===== src/rtl/bsg_dff_negedge_fifo_pkg.sv =====
// Shared constants and helpers for the falling-edge FIFO and its pointer sub-module.
package bsg_dff_negedge_fifo_pkg;

  localparam int default_width_c = 16;
  localparam int default_els_c   = 4;

  // Encodes the per-edge operation as {enqueue, dequeue}
  typedef enum logic [1:0] {
    op_idle_e = 2'b00,
    op_deq_e  = 2'b01,
    op_enq_e  = 2'b10,
    op_both_e = 2'b11
  } fifo_op_e;

  // A single-slot pointer still needs one bit to be a legal vector
  function automatic int ptr_width(input int slots);
    return (slots > 1) ? $clog2(slots) : 1;
  endfunction

endpackage


===== src/rtl/bsg_negedge_circular_ptr.sv =====
// Falling-edge wrapping pointer: advances by one on add_i and wraps from slots_p-1 to 0.
module bsg_negedge_circular_ptr
  import bsg_dff_negedge_fifo_pkg::*;
#(
  parameter int slots_p = default_els_c
) (
  input  logic                          clk_i,
  input  logic                          reset_n_i,
  input  logic                          add_i,
  output logic [ptr_width(slots_p)-1:0] ptr_o
);

  localparam int pw_c = ptr_width(slots_p);
  localparam logic [pw_c-1:0] last_c = pw_c'(slots_p - 1);

  logic [pw_c-1:0] ptr_r;
  logic [pw_c-1:0] ptr_n_s;

  // next pointer value with explicit wrap at the last slot
  always_comb begin
    ptr_n_s = ptr_r;
    if (add_i) begin
      if (ptr_r == last_c) begin
        ptr_n_s = '0;
      end else begin
        ptr_n_s = ptr_r + pw_c'(1'b1);
      end
    end else begin
      ptr_n_s = ptr_r;
    end
  end

  // pointer register, synchronous active-low reset on the falling edge
  always_ff @(negedge clk_i) begin
    if (!reset_n_i) begin
      ptr_r <= '0;
    end else begin
      ptr_r <= ptr_n_s;
    end
  end

  assign ptr_o = ptr_r;

endmodule


===== src/rtl/bsg_dff_negedge_fifo.sv =====
// Falling-edge circular FIFO with valid/ready in and valid/yumi out.
// Define BSG_DFF_NEGEDGE_FIFO_COUNT_EN to expose the registered occupancy on count_o.
module bsg_dff_negedge_fifo
  import bsg_dff_negedge_fifo_pkg::*;
#(
  parameter int width_p = default_width_c,
  parameter int els_p   = default_els_c
) (
  input  logic                       clk_i,
  input  logic                       reset_n_i,
  input  logic                       v_i,
  input  logic [width_p-1:0]         data_i,
  output logic                       ready_o,
  output logic                       v_o,
  output logic [width_p-1:0]         data_o,
  input  logic                       yumi_i
`ifdef BSG_DFF_NEGEDGE_FIFO_COUNT_EN
  ,
  output logic [$clog2(els_p+1)-1:0] count_o
`endif
);

  localparam int cw_c = $clog2(els_p + 1);
  localparam int pw_c = ptr_width(els_p);
  localparam logic [cw_c-1:0] full_c = cw_c'(els_p);

  logic [width_p-1:0] mem_r [els_p];
  logic [cw_c-1:0]    count_r;
  logic [cw_c-1:0]    count_n_s;
  logic [pw_c-1:0]    wptr_s;
  logic [pw_c-1:0]    rptr_s;
  logic               enq_s;
  logic               deq_s;
  fifo_op_e           op_s;

  // Handshake flags come from registered occupancy only, never from v_i/yumi_i
  assign ready_o = (count_r != full_c);
  assign v_o     = (count_r != '0);

  // A reset edge performs neither enqueue nor dequeue
  assign enq_s = v_i & ready_o & reset_n_i;
  assign deq_s = yumi_i & v_o & reset_n_i;
  assign op_s  = fifo_op_e'({enq_s, deq_s});

  bsg_negedge_circular_ptr #(.slots_p(els_p)) wptr_inst (
    .clk_i    (clk_i),
    .reset_n_i(reset_n_i),
    .add_i    (enq_s),
    .ptr_o    (wptr_s)
  );

  bsg_negedge_circular_ptr #(.slots_p(els_p)) rptr_inst (
    .clk_i    (clk_i),
    .reset_n_i(reset_n_i),
    .add_i    (deq_s),
    .ptr_o    (rptr_s)
  );

  // next occupancy from the combined enqueue/dequeue operation
  always_comb begin
    count_n_s = count_r;
    case (op_s)
      op_enq_e:  count_n_s = count_r + cw_c'(1'b1);
      op_deq_e:  count_n_s = count_r - cw_c'(1'b1);
      op_both_e: count_n_s = count_r;
      op_idle_e: count_n_s = count_r;
      default:   count_n_s = count_r;
    endcase
  end

  // occupancy register
  always_ff @(negedge clk_i) begin
    if (!reset_n_i) begin
      count_r <= '0;
    end else begin
      count_r <= count_n_s;
    end
  end

  // storage array, deliberately left without reset
  always_ff @(negedge clk_i) begin
    if (enq_s) begin
      mem_r[wptr_s] <= data_i;
    end
  end

  assign data_o = mem_r[rptr_s];

`ifdef BSG_DFF_NEGEDGE_FIFO_COUNT_EN
  assign count_o = count_r;
`endif

`ifndef SYNTHESIS
  localparam bit els_pow2_c = ((els_p & (els_p - 32'sd1)) == 32'sd0) && (els_p >= 32'sd2);

  yumi_without_valid: assert property (@(negedge clk_i) disable iff (!reset_n_i) !(yumi_i && !v_o));
  els_power_of_two:   assert property (@(negedge clk_i) els_pow2_c);
`endif

endmodule


===== config.mk =====
export PLATFORM = sky130hd
export DESIGN_NAME = bsg_dff_negedge_fifo
export DESIGN_NICKNAME = d
export VERILOG_FILES = /design/src/rtl/bsg_dff_negedge_fifo_pkg.sv /design/src/rtl/bsg_negedge_circular_ptr.sv /design/src/rtl/bsg_dff_negedge_fifo.sv
export SDC_FILE = /design/constraint.sdc
export NUM_CORES = 1
export LEC_CHECK = 0
export ABC_AREA = 1
export CAP_MARGIN = 40
export CORE_MARGIN = 8
export CORE_UTILIZATION = 48
export DETAILED_ROUTE_END_ITERATION = 6
export PLACE_DENSITY = 0.85
export SYNTH_ARGS = -nofsm -noshare
export SYNTH_HDL_FRONTEND = slang
export SYNTH_HIERARCHICAL = 1
export SYNTH_SLANG_ARGS = --single-unit

===== constraint.sdc =====
create_clock -name clk_i -period 2.32 [get_ports clk_i]
set_clock_uncertainty 0.05 [all_clocks]
set_input_delay 0.232 -clock clk_i [delete_from_list [all_inputs] [get_ports clk_i]]
set_output_delay 0.232 -clock clk_i [all_outputs]
set_load 0.01 [all_outputs]

==> metrics <==
status=finished, violations left; failing checks=setup timing; Post-synth ARST share=0%; final hold violations=0; Top Metal Used=met4; Initial Util=50.1%; gr usage total=approximately a fifth; Slew Limit Fails=0; vias in the first global route=between 2k and 3k; critical path type=flop to primary output; worst skew pair latency=0.41 ns; most numerous cell in the Yosys netlist=edfxtp_1; Final Non-Filler Cells=approximately 450; WL/cell=21.4 um; final hold slack=0.619 ns; drt pass-1 iters=5; diode count=0; CTS tree=built; total of max-cap violations=0; Peak supply drop=0.000702 V; Layout Utilization=80.2%; Layout Nets=396; DP HPWL=4440 um; Pwr Density=872 nW/um^2; Seq/Total Area, Yosys=approximately three quarters; met3 wire len=about 760 um; type of destination of the critical path=primary output; mapped cell area=2800 um^2; number of remaining DRC errors=0; synth cell count leaders=edfxtp_1 (64), nor2_1 (38), o21ai_1 (30); initial antenna violation count=0; Worst-path clk slew=0.07 ns; GRT overflow=0; worst slew pin tran=around 0.38 ns; cts bufs inserted=9; Core Box Area=between 5000 and 6000 um^2; Placer Congestion=between 0.7 and 0.8; largest net degree at the start of global routing=15; final wirelength=between 9000 and 10000 um; CTS H-Tree Depth=3; Synth area leaders=edfxtp_1 (69%), o21ai_1 (5.4%), nor2_1 (5.1%); via count=between 2k and 3k; Area Overhead vs Synth=59.8%; startpoint types=flop; Yosys top cell area share=about 70%; Critical Path Fanout Max=7; Syn Nets=243; leading area contributor after synthesis=edfxtp_1; pre-CTS setup slack=-0.898 ns; Ys Warns=6; Mapped Cells=roughly 220; Critical Path RT=slightly above 2 ns; DR vias/cell=between 5 and 6; Slew HR=about three quarters; share of layout cells above drive strength 1=between 30% and 40%; Avg Cell Area, Syn=12.8 um^2; # IOs=38; Setup WS post-layout=-0.625 ns; register bit total from synthesis=71; PnR Total Power=roughly 3.9 mW; endpoints failing setup=19; Chip Height=around 92 um; Cells after DPL=356; HP Class=flop to flop; metal2 WL=5070 um; Die X=92.3 um; Routed met1 length=~3200 um; Antenna Nets Post-Route=0; hold-fix buffer count after cts=0; Max Root-Sink Buffers=2; Post-synth EDFFs=64; # rows=27; WP data arrival=2.66 ns; DR iter-0 viols=256; port buffer count=37; post-synthesis cell type count=19; RSZ-0062 raised after global routing=yes; die area=8520 um^2; Root Driver=clkbuf_8; leak pwr=1.93 nW; first-pass GRT wire length=13400 um; # clock sinks=around 70; Main synth FF type=edfxtp_1
==> placed cells by master (no fill, tap or decap), types with 3 or more instances in the layout <==
cell type        instances
clkbuf_8                 9
o22ai_2                  8
o22ai_1                  8
buf_6                   13
buf_4                   29
o21ai_4                  8
buf_2                   15
inv_1                   85
edfxtp_1                64
clkdlybuf4s50_1         16
nor2_1                  25
nor2_4                   5
o21ai_1                 13
nor2_2                   8
o21ai_2                 13
buf_8                    5
nor3_4                   5
bufinv_16                3
dfxtp_4                  3
inv_4                    3
buf_12                   3
inv_2                    3
nand2_1                  8
==> layout make-up <==
| cell class | instances | area (um^2) |
|---|---|---|
| Sequential cell | 71 | 2080 |
| Fill cell | 287 | 1110 |
| Multi-Input combinational cell | 118 | 965 |
| Timing Repair Buffer | 82 | 746 |
| Clock inverter | 78 | 384 |
| Clock buffer | 9 | 124 |
| Tap cell | 72 | 90.1 |
| Inverter | 19 | 83.8 |
==> final timing paths <==
kind	slack [ns]	to	depth (start not counted)	startpoint
max reg2reg	0.05	count_r[2]	14	count_r[0]
min reg2reg	0.62	count_r[1]	2	count_r[1]
max	-0.62	data_o[6]	5	rptr_inst/ptr_o[0]
min	0.62	count_r[1]	2	count_r[1]
==> flip-flops by register name, indices dropped and copies added, names as in the netlist <==
signal	count
rptr_inst/ptr_o	2
mem_r	64
wptr_inst/ptr_o	2
count_r	3
==> metrics by stage <==
step                setup TNS, ns  cell area, um^2
finish                     -10.05             4470
global route               -11.17             4470
CTS                         -8.78             4240
detailed placement         -66.86             3600
global placement           -63.81             3600
floorplan                   -7.51             2890
==> logic make-up (layout without fill, tap and decap cells) <==
family          count (synthesis)  count (layout)  synth area share [%]
flops                          71              71                  73.8
simple gates                   58              58                  8.59
fa+ha+maj                       4               4                  2.06
compound gates                 56              56                  11.0
buf+inv                        30             188                  4.57
==> critical path, cell delays in order (launching register included) <==
cell     delay (ns)
dfxtp_4        0.41
inv_8          0.11
buf_8          0.15
nor2_4         0.04
o22ai_2        0.20
buf_2          0.17
==> timing repair <==
item                                   4_1_cts  5_1_grt
setup endpoints to repair                   87       19
endpoints found under the hold margin        0        0
pin swaps                                   18       15
gates resized for setup                    143       48
setup buffers                                5        6
==> where the power goes <==
| group | switching (mW) | internal, mW |
|---|---|---|
| registers | 0.0417 | 1.44 |
| logic | 0.313 | 0.277 |
| clock network | 0.941 | 0.881 |
| total | 1.30 | 2.60 |
==> per-layer routing <==
layer,track usage [%],vias to the layer above
met5,0,-
met4,12.9,0
met3,9.12,55
met2,35.2,193
met1,19.6,1230
li1,-,1100
Power figures use the tool's default switching activity.
